**src/rtl/fetch_pkg.sv**
```systemverilog
// Shared definitions for the instruction fetch unit.
//   REDIR_REL / REDIR_ABS : encodings of redirect_mode
//   pc_step()             : bytes the PC advances per instruction
//   sext_imm()            : sign-extends a narrow redirect offset to SEXT_W bits
package fetch_pkg;

  localparam logic REDIR_REL = 1'b0;
  localparam logic REDIR_ABS = 1'b1;

  // Widest PC the sign-extension helper supports.
  localparam int unsigned SEXT_W = 64;

  function automatic int unsigned pc_step(input int unsigned instr_w);
    return instr_w / 8;
  endfunction

  // Shift the sign bit of an imm_w-wide value to the MSB, then shift it back arithmetically.
  function automatic logic [SEXT_W-1:0] sext_imm(input logic [SEXT_W-1:0] imm,
                                                input int unsigned       imm_w);
    logic [SEXT_W-1:0] shl;
    shl = imm << (SEXT_W - imm_w);
    return SEXT_W'($signed(shl) >>> (SEXT_W - imm_w));
  endfunction

endpackage

```
**src/rtl/fetch_queue.sv**
```systemverilog
// Two-entry FIFO holding {instr, pc} pairs between the BRAM and decode.
// Ports:
//   clock, reset : clock and asynchronous active-high reset
//   push, din    : enqueue din (caller guarantees no overflow)
//   pop          : dequeue head (caller guarantees non-empty)
//   flush        : empty the queue; overrides push and pop
//   head         : entry at the front of the queue (zero after reset)
//   count        : number of valid entries, 0..2
module fetch_queue #(
  parameter int unsigned W = 64
) (
  input  logic         clock,
  input  logic         reset,
  input  logic         push,
  input  logic         pop,
  input  logic         flush,
  input  logic [W-1:0] din,
  output logic [W-1:0] head,
  output logic [1:0]   count
);

  logic [W-1:0] e0_q, e0_d;
  logic [W-1:0] e1_q, e1_d;
  logic [1:0]   cnt_q, cnt_d;

  // Next-state: entry 0 is always the head, entry 1 shifts down on pop.
  always_comb begin
    e0_d  = e0_q;
    e1_d  = e1_q;
    cnt_d = cnt_q;
    if (flush) begin
      cnt_d = 2'd0;
    end else begin
      case ({push, pop})
        2'b10: begin
          if (cnt_q == 2'd0) e0_d = din;
          else               e1_d = din;
          cnt_d = cnt_q + 2'd1;
        end
        2'b01: begin
          e0_d  = e1_q;
          cnt_d = cnt_q - 2'd1;
        end
        2'b11: begin
          if (cnt_q == 2'd2) begin
            e0_d = e1_q;
            e1_d = din;
          end else begin
            e0_d = din;
          end
        end
        default: ;
      endcase
    end
  end

  always_ff @(posedge clock or posedge reset) begin
    if (reset) begin
      e0_q  <= '0;
      e1_q  <= '0;
      cnt_q <= 2'd0;
    end else begin
      e0_q  <= e0_d;
      e1_q  <= e1_d;
      cnt_q <= cnt_d;
    end
  end

  assign head  = e0_q;
  assign count = cnt_q;

endmodule

```
**src/rtl/fetch_unit.sv**
```systemverilog
// Instruction fetch unit: owns the PC, drives a 1-cycle-latency instruction BRAM,
// buffers responses in a 2-entry queue and hands them to decode via valid/ready.
// Ports:
//   clock, reset          : clock and asynchronous active-high reset
//   redirect_*            : redirect request; relative (base + sext(imm)) or absolute target
//   imem_en, imem_addr    : BRAM read strobe and address
//   imem_rdata            : BRAM data for the address strobed in the previous cycle
//   out_valid/ready/instr/pc : decode-side handshake and payload
//   fetch_cnt, cycle_cnt  : wrapping counts of accepted instructions and cycles
module fetch_unit
  import fetch_pkg::*;
#(
  parameter int unsigned     PC_W     = 32,
  parameter int unsigned     INSTR_W  = 32,
  parameter int unsigned     IMM_W    = 12,
  parameter int unsigned     CNT_W    = 10,
  parameter logic [PC_W-1:0] RESET_PC = '0
) (
  input  logic               clock,
  input  logic               reset,
  input  logic               redirect_valid,
  input  logic               redirect_mode,
  input  logic [PC_W-1:0]    redirect_base,
  input  logic [IMM_W-1:0]   redirect_imm,
  input  logic [PC_W-1:0]    redirect_target,
  output logic               imem_en,
  output logic [PC_W-1:0]    imem_addr,
  input  logic [INSTR_W-1:0] imem_rdata,
  output logic               out_valid,
  input  logic               out_ready,
  output logic [INSTR_W-1:0] out_instr,
  output logic [PC_W-1:0]    out_pc,
  output logic [CNT_W-1:0]   fetch_cnt,
  output logic [CNT_W-1:0]   cycle_cnt
);

  localparam int unsigned     ENT_W = INSTR_W + PC_W;
  localparam logic [PC_W-1:0] STEP  = PC_W'(pc_step(INSTR_W));

  logic [PC_W-1:0]  fetch_pc_q, fetch_pc_d;
  logic             inflight_q, inflight_d;
  logic [PC_W-1:0]  inflight_pc_q, inflight_pc_d;
  logic [CNT_W-1:0] fetch_cnt_q, fetch_cnt_d;
  logic [CNT_W-1:0] cycle_cnt_q, cycle_cnt_d;

  logic [1:0]       q_count;
  logic [ENT_W-1:0] q_head;
  logic             pop_c;
  logic             push_c;
  logic             issue_c;
  logic [2:0]       occ_c;
  logic [PC_W-1:0]  rel_tgt_c;
  logic [PC_W-1:0]  raw_tgt_c;
  logic [PC_W-1:0]  tgt_c;

  fetch_queue #(
    .W (ENT_W)
  ) u_queue (
    .clock (clock),
    .reset (reset),
    .push  (push_c),
    .pop   (pop_c),
    .flush (redirect_valid),
    .din   ({imem_rdata, inflight_pc_q}),
    .head  (q_head),
    .count (q_count)
  );

  // Redirect target, word-aligned.
  assign rel_tgt_c = redirect_base + PC_W'(sext_imm(SEXT_W'(redirect_imm), IMM_W));
  assign raw_tgt_c = (redirect_mode == REDIR_ABS) ? redirect_target : rel_tgt_c;
  assign tgt_c     = {raw_tgt_c[PC_W-1:2], 2'b00};

  assign pop_c  = out_valid && out_ready;
  // A redirect kills the response arriving this cycle.
  assign push_c = inflight_q && !redirect_valid;

  // Issue only while queue + in-flight, after this cycle's pop, leaves room for one more.
  // Gated by reset so the strobe is quiet while reset is held.
  assign occ_c   = 3'(q_count) + 3'(inflight_q);
  assign issue_c = !reset && !redirect_valid && (occ_c <= (3'(pop_c) + 3'd1));

  always_comb begin
    fetch_pc_d    = fetch_pc_q;
    inflight_d    = issue_c;
    inflight_pc_d = inflight_pc_q;
    fetch_cnt_d   = fetch_cnt_q + CNT_W'(pop_c);
    cycle_cnt_d   = cycle_cnt_q + CNT_W'(1);
    if (redirect_valid) begin
      fetch_pc_d = tgt_c;
    end else if (issue_c) begin
      fetch_pc_d    = fetch_pc_q + STEP;
      inflight_pc_d = fetch_pc_q;
    end
  end

  always_ff @(posedge clock or posedge reset) begin
    if (reset) begin
      fetch_pc_q    <= RESET_PC;
      inflight_q    <= 1'b0;
      inflight_pc_q <= '0;
      fetch_cnt_q   <= '0;
      cycle_cnt_q   <= '0;
    end else begin
      fetch_pc_q    <= fetch_pc_d;
      inflight_q    <= inflight_d;
      inflight_pc_q <= inflight_pc_d;
      fetch_cnt_q   <= fetch_cnt_d;
      cycle_cnt_q   <= cycle_cnt_d;
    end
  end

  assign imem_en   = issue_c;
  assign imem_addr = fetch_pc_q;
  assign out_valid = (q_count != 2'd0);
  assign out_instr = q_head[ENT_W-1:PC_W];
  assign out_pc    = q_head[PC_W-1:0];
  assign fetch_cnt = fetch_cnt_q;
  assign cycle_cnt = cycle_cnt_q;

endmodule

```
**config.mk**
```make
export PLATFORM = sky130hd
export DESIGN_NAME = fetch_unit
export DESIGN_NICKNAME = d
export VERILOG_FILES = /design/src/rtl/fetch_pkg.sv /design/src/rtl/fetch_queue.sv /design/src/rtl/fetch_unit.sv
export SDC_FILE = /design/constraint.sdc
export NUM_CORES = 1
export LEC_CHECK = 0
export BUFFER_PORTS_ARGS = -buffer_cell sky130_fd_sc_hd__buf_4
export CAP_MARGIN = 15
export CORE_MARGIN = 2
export CORE_UTILIZATION = 45
export DETAILED_ROUTE_END_ITERATION = 16
export PLACE_DENSITY = 0.79
export SLEW_MARGIN = 20
export SYNTH_ARGS = -nofsm -noshare
export SYNTH_HDL_FRONTEND = slang
export SYNTH_SLANG_ARGS = --single-unit
export TNS_END_PERCENT = 5
```
**constraint.sdc**
```tcl
create_clock -name clock -period 13.03 [get_ports clock]
set_input_delay 1.303 -clock clock [delete_from_list [all_inputs] [get_ports clock]]
set_output_delay 1.303 -clock clock [all_outputs]
set_load 0.005 [all_outputs]
```
**Word-level counts from Yosys, hierarchy flattened**

Index checks and enable logic that the tools add are counted.

- Logic and storage cells: 51
- Output and inout port bits: 118
- Register bits: 215

- Equality and inequality tests: 7
- Bitwise logic cells: 1
- Muxes and demuxes: 11
- $lt $le $gt $ge: 1
- Reduce and logical (&&, ||, !) cells: 15
- $add $sub $neg: 8

Operator list:

| cell | number |
|---|---|
| $mux 64 | 4 |
| $pmux 64 s3 | 1 |
| $pmux 64 s2 | 1 |
| $mux 32 | 3 |
| $add 32x3->32 const B | 1 |
| $add 32x32->32 | 1 |
| $add 10x1->10 | 1 |
| $add 10x1->10 const B | 1 |
| $eq 2x2->1 const B | 3 |
| $reduce_bool 2->1 | 3 |
| $reduce_bool 3->1 | 2 |
| $logic_and 1x1->1 | 4 |
| $ne 2x1->1 const B | 2 |
| $pmux 2 s2 | 1 |
| $reduce_and 4->1 | 1 |
| $add 2x1->3 | 1 |
| $le 3x2->1 | 1 |
| $reduce_and 3->1 | 1 |
| $add 1x1->2 const B | 1 |
| $add 2x1->2 const B | 1 |
| $eq 2x1->1 const B | 1 |
| $logic_not 1->1 | 2 |
| $logic_not 2->1 | 1 |
| $mux 2 | 1 |
| 4 further kinds | 4 |

**Logic depth before layout (Yosys ltp)**

- Depth in word-level cells: 7
- Mapped depth: 14
- Mapped depth without buffers: 13

**Cells and area by module**

From an unflattened synthesis, not the netlist that was laid out.

- Cells, all modules: 1044
- Area, all modules: 10772.8 sq um

By module, submodules not included:

| module | area an instance (sq um) | instances | cells an instance |
|---|---|---|---|
| fetch_queue | 5455.2 | 1 | 429 |
| fetch_unit | 5317.6 | 1 | 615 |

**Worst setup path after synthesis**

Ideal clock, no wire load.

- Path kind: input port to output port
- Start: input port out_ready
- End: output port imem_en
- Stages on the path: 7
- Slack: 8.789 ns
- Arrival time: 2.938 ns
- Path through: nand2_1 > inv_1 > fa_1 > o31a_1 > o21ai_1 > clkinv_1 > clkbuf_1

- Cells in the longest elaborated chain, start to end: 4

RTL lines:

| item | line | RTL |
|---|---|---|
| from (decl) | fetch_unit.sv:30 | `input logic out_ready,` |
| $logic_and 1x1->1 | fetch_unit.sv:74 | `assign pop_c = out_valid && out_ready;` |
| $add 1x1->2 | fetch_unit.sv:81 | `assign issue_c = !reset && !redirect_valid && (occ_c <= (3'(pop_c) + 3'd1));` |
| $le 3x2->1 | fetch_unit.sv:81 |  |
| $logic_and 1x1->1 | fetch_unit.sv:81 |  |
| to (decl) | fetch_unit.sv:26 | `output logic imem_en,` |

Every way passes these cells.

**Worst setup path after layout**

Ends and elaborated chain as after synthesis.

==> impl_results.html <==
<table>
<tr><th>Metric</th><th>Value</th></tr>
<tr><th colspan="2">Clocking</th></tr>
<tr><td>CTS Hold Bufs</td><td>0</td></tr>
<tr><td># resized after CTS</td><td>0</td></tr>
<tr><td>Maximum buffer depth of the clock tree</td><td>3</td></tr>
<tr><td>CTS tree</td><td>yes</td></tr>
<tr><td>Clock latency on the worst-skew pair</td><td>0.49 ns</td></tr>
<tr><td>Clock transition at the registers of the reported paths</td><td>0.06 ns</td></tr>
<tr><td>TritonCTS sink count</td><td>a little over 200</td></tr>
<tr><td>Buffer type at the clock tree root</td><td>sky130_fd_sc_hd__clkbuf_16</td></tr>
<tr><td>Buffers inserted during post-CTS setup optimization</td><td>0</td></tr>
<tr><td>Deepest level of the CTS H-tree</td><td>1</td></tr>
<tr><td>Clock buffer count from CTS</td><td>22</td></tr>
<tr><th colspan="2">Yosys</th></tr>
<tr><td>Post-synth EDFFs</td><td>0</td></tr>
<tr><td>Netlist area before placement</td><td>around 10000 um2</td></tr>
<tr><td>Portion of the post-synthesis area used by sequential elements</td><td>roughly 49%</td></tr>
<tr><td>Per-instance average area after synthesis</td><td>slightly above 10 um2</td></tr>
<tr><td>Number of library cell types mapped by synthesis</td><td>65</td></tr>
<tr><td>Synthesis-stage register bit count</td><td>slightly above 200</td></tr>
<tr><td>Yosys warning total</td><td>0</td></tr>
<tr><td>Gate Count Post-Synth</td><td>approximately 1000</td></tr>
<tr><td>Async set or reset register ratio after synthesis</td><td>between 90% and 100%</td></tr>
<tr><td>Synth Flop Type</td><td>sky130_fd_sc_hd__dfrtp_1</td></tr>
<tr><th colspan="2">Setup path</th></tr>
<tr><td>WP data required</td><td>about 12 ns</td></tr>
<tr><td>Beginning of the critical path</td><td>out_ready</td></tr>
<tr><td>Crit-path max FO</td><td>39</td></tr>
<tr><td>Reg2Reg Launch Point</td><td>u_queue.count[0]</td></tr>
<tr><td>Endpoint type of the worst setup path</td><td>output port</td></tr>
<tr><td>Critical path start-end classification</td><td>primary input to output port</td></tr>
<tr><td>CP startpoint kind</td><td>primary input</td></tr>
<tr><td>Setup slack of the worst register-to-register path</td><td>just over 9 ns</td></tr>
<tr><td>Number of cell instances on the worst register-to-register path</td><td>15</td></tr>
<tr><td>Data arrival at the endpoint of the critical path</td><td>approximately 3.5 ns</td></tr>
<tr><td>Worst r2r dst</td><td>imem_addr[27]</td></tr>
<tr><td>Timing endpoint of the critical path</td><td>imem_en</td></tr>
<tr><th colspan="2">Cells and area</th></tr>
<tr><td>Most common cell after layout, fill and taps aside</td><td>sky130_fd_sc_hd__buf_4</td></tr>
<tr><td>Most used cells in the layout excluding fill and tap cells</td><td>sky130_fd_sc_hd__buf_4, sky130_fd_sc_hd__dfrtp_1, sky130_fd_sc_hd__nand2_1</td></tr>
<tr><td>Post-route cell area</td><td>13200 um2</td></tr>
<tr><td>Post-route non-filler standard cell count</td><td>1549</td></tr>
<tr><td>Antenna Diode Count</td><td>0</td></tr>
<tr><td>Multi-input gate area in the final layout</td><td>5070 um2</td></tr>
<tr><td>Area taken by flip-flops and latches</td><td>approximately 5200 um2</td></tr>
<tr><td>Final-layout fill cell count</td><td>~1900</td></tr>
<tr><td>Relative area change from synthesis to final layout</td><td>26.0%</td></tr>
<tr><td>Fraction of layout instances using a drive strength above 1</td><td>between 20% and 30%</td></tr>
<tr><td>Final Net Count</td><td>~1400</td></tr>
<tr><th colspan="2">Worst hold path</th></tr>
<tr><td>Class of the worst hold path</td><td>flop to flop</td></tr>
<tr><th colspan="2">Global route</th></tr>
<tr><td>Number of global-route vias before repair</td><td>7891</td></tr>
<tr><td>GR Util All Layers</td><td>about a fifth</td></tr>
<tr><td>Largest net degree at the start of global routing</td><td>132</td></tr>
<tr><td>Wire length of the first global-routing pass</td><td>slightly above 40000 um</td></tr>
<tr><td>Initial antenna violation count</td><td>0</td></tr>
<tr><td>Global route total overflow</td><td>0</td></tr>
<tr><th colspan="2">Floorplanning</th></tr>
<tr><td>Die area</td><td>between 20000 and 25000 um2</td></tr>
<tr><td>Starting utilization of the core area</td><td>approximately 46%</td></tr>
<tr><td>Core Region</td><td>approximately 23000 um2</td></tr>
<tr><td>Die height</td><td>157 um</td></tr>
<tr><td>Cell Rows</td><td>between 50 and 60</td></tr>
<tr><td>Number of I/O pins</td><td>roughly 230</td></tr>
<tr><td>Die W</td><td>about 160 um</td></tr>
<tr><th colspan="2">Timing</th></tr>
<tr><td>Final setup viols</td><td>0</td></tr>
<tr><td>Maximum clock rate</td><td>between 200 and 250 MHz</td></tr>
<tr><td>Worst-margin pin slew</td><td>around 1.1 ns</td></tr>
<tr><td>Final worst setup slack</td><td>~8.3 ns</td></tr>
<tr><td>Headroom to the max-slew limit</td><td>24.7%</td></tr>
<tr><td>Worst clock skew on the final layout</td><td>just under 0.007 ns</td></tr>
<tr><td>Hold Vio Cnt, Final</td><td>0</td></tr>
<tr><td>Max-slew violation total from the final report</td><td>0</td></tr>
<tr><td>Setup repair after global routing missed its margin</td><td>false</td></tr>
<tr><td>Portion of the clock cycle consumed by the worst path in the final layout</td><td>a little over a third</td></tr>
<tr><td>Setup Total Neg Slack</td><td>0 ns</td></tr>
<tr><td>Tmin final</td><td>between 4 and 5 ns</td></tr>
<tr><th colspan="2">Job</th></tr>
<tr><td>Number of violations of the max-capacitance limit</td><td>0</td></tr>
<tr><th colspan="2">Routing</th></tr>
<tr><td>Detail-routed via count per cell</td><td>between 5 and 6</td></tr>
<tr><td>Starting DRT DRC Count</td><td>about 550</td></tr>
<tr><td>Number of optimization iterations in the first detailed-route pass</td><td>5</td></tr>
<tr><td>Routed length per placed instance</td><td>16.3 um</td></tr>
<tr><td>DRC violation count after routing</td><td>0</td></tr>
<tr><td>Number of antenna-violating nets in the routed design</td><td>0</td></tr>
<tr><td>Via Count</td><td>a little over 8000</td></tr>
<tr><td>Total wirelength of the detailed-routed design</td><td>25300 um</td></tr>
<tr><th colspan="2">Place</th></tr>
<tr><td>Count of buffers from port buffering</td><td>roughly 220</td></tr>
<tr><td>Setup slack after placement</td><td>between 8 and 9 ns</td></tr>
<tr><td>Half-perimeter wire length after detailed placement</td><td>around 18000 um</td></tr>
<tr><td>Number of cells after detailed placement</td><td>~1500</td></tr>
<tr><td>Placement Cell Area</td><td>between 10000 and 15000 um2</td></tr>
<tr><td>Placer congestion estimate</td><td>0.855</td></tr>
<tr><th colspan="2">Power</th></tr>
<tr><td>Power density over cell area</td><td>between 150 and 200 nW/um2</td></tr>
<tr><td>IR Drop Worst-Case VDD</td><td>99.4 uV</td></tr>
<tr><td>Leak pwr</td><td>between 6 and 7 nW</td></tr>
<tr><th colspan="2">Run status</th></tr>
<tr><td>Status</td><td>completed</td></tr>
</table>
-- cell usage after synthesis (2+ instances only) --
cell type,count,share of area (%)
sky130_fd_sc_hd__dfrtp_1,207,49
sky130_fd_sc_hd__nand2_1,132,4.7
sky130_fd_sc_hd__a21oi_1,107,5.1
sky130_fd_sc_hd__nor2_1,95,3.4
sky130_fd_sc_hd__mux2i_1,65,6.2
sky130_fd_sc_hd__mux2_2,63,6.8
sky130_fd_sc_hd__xnor2_1,41,3.4
sky130_fd_sc_hd__ha_1,37,4.4
sky130_fd_sc_hd__clkbuf_1,31,1.1
sky130_fd_sc_hd__nand3_1,31,1.5
sky130_fd_sc_hd__xor2_1,29,2.4
sky130_fd_sc_hd__o21ai_0,27,1.3
sky130_fd_sc_hd__inv_1,17,0.61
sky130_fd_sc_hd__and3_1,14,0.84
sky130_fd_sc_hd__buf_2,13,0.62
sky130_fd_sc_hd__a21o_1,10,0.72
sky130_fd_sc_hd__nor3_1,10,0.48
sky130_fd_sc_hd__nand4_1,7,0.42
sky130_fd_sc_hd__o22ai_1,6,0.36
sky130_fd_sc_hd__a31oi_1,5,0.30
sky130_fd_sc_hd__o211a_1,5,0.48
sky130_fd_sc_hd__and4_1,4,0.33
sky130_fd_sc_hd__buf_4,4,0.29
sky130_fd_sc_hd__nand2b_1,3,0.18
sky130_fd_sc_hd__o21a_1,3,0.21
sky130_fd_sc_hd__or2_2,3,0.18
sky130_fd_sc_hd__or3_1,3,0.18
sky130_fd_sc_hd__a211oi_1,2,0.14
sky130_fd_sc_hd__a221oi_2,2,0.29
sky130_fd_sc_hd__nor3b_1,2,0.14
sky130_fd_sc_hd__nor4_1,2,0.12
sky130_fd_sc_hd__o21ai_1,2,0.095
sky130_fd_sc_hd__o21bai_1,2,0.14
-- metrics by stage --
stage,hold WS [ns],power [mW],util (%)
2_1_floorplan,0.464,1.53,-
3_3_place_gp,0.464,1.88,54.6
3_5_place_dp,0.475,1.91,54.6
4_1_cts,0.483,2.59,58.0
5_1_grt,0.495,2.74,58.0
6_report,0.476,2.57,58.0
-- per-layer routing --
metal,vias up,track usage (%),wire (um)
met5,-,0,0
met4,0,5.07,535
met1,3832,28.3,11600
li1,3951,-,-
met2,238,33.0,11500
met3,39,3.93,1700
-- flip-flops by register name (all words and copies together) (netlist names) --
signal and count:
u_queue.head 62, inflight_pc_q 30, inflight_q 1, fetch_cnt 10, cycle_cnt 10, u_queue.count 2
u_queue.e1_q 62, imem_addr 30
-- worst min path at each step --
stage                                  from                end  cells after the start
after floorplan           inflight_pc_q[31]  inflight_pc_q[31]                      2
after global placement         fetch_cnt[9]       fetch_cnt[9]                      1
after detailed placement       fetch_cnt[9]       fetch_cnt[9]                      1
after CTS                      fetch_cnt[9]       fetch_cnt[9]                      1
after global routing           fetch_cnt[9]       fetch_cnt[9]                      1
final                          fetch_cnt[9]       fetch_cnt[9]                      1
-- layout make-up --
cell class / count / share of cell area (%)
well taps: 313 / 2.96
multi-input cells: 746 / 38.4
inverters: 18 / 0.568
repair buffers: 229 / 13.0
clock inverters: 10 / 1.34
clock buffers: 26 / 4.52
flip-flops and latches: 207 / 39.2
-- worst max-delay path, stage by stage --
cell and delay [ns]:
sky130_fd_sc_hd__buf_4 0.13, sky130_fd_sc_hd__nand2_1 0.18, sky130_fd_sc_hd__inv_1 0.15, sky130_fd_sc_hd__fa_1 0.50
sky130_fd_sc_hd__o31a_1 0.32, sky130_fd_sc_hd__o21ai_2 0.13, sky130_fd_sc_hd__buf_4 0.39, sky130_fd_sc_hd__clkinv_1 0.18
sky130_fd_sc_hd__buf_4 0.17
-- report_power, final --
part | internal [mW] | total [mW] | switching [mW]
Sequential | 0.893 | 1.06 | 0.165
Clock | 0.424 | 0.670 | 0.246
Combinational | 0.435 | 0.838 | 0.403
Total | 1.75 | 2.57 | 0.814
-- cell families after synthesis --
kind of cell / synth area share [%]
buffers and inverters: 2.66
xor gates and xnor gates: 5.85
other: 0.0358
adders and majority gates: 4.61
AOI/OAI and AO/OA: 11.3
and+or+nand+nor: 13.0
muxes: 13.1
DFF: 49.4
Power figures use the tool's default switching activity.
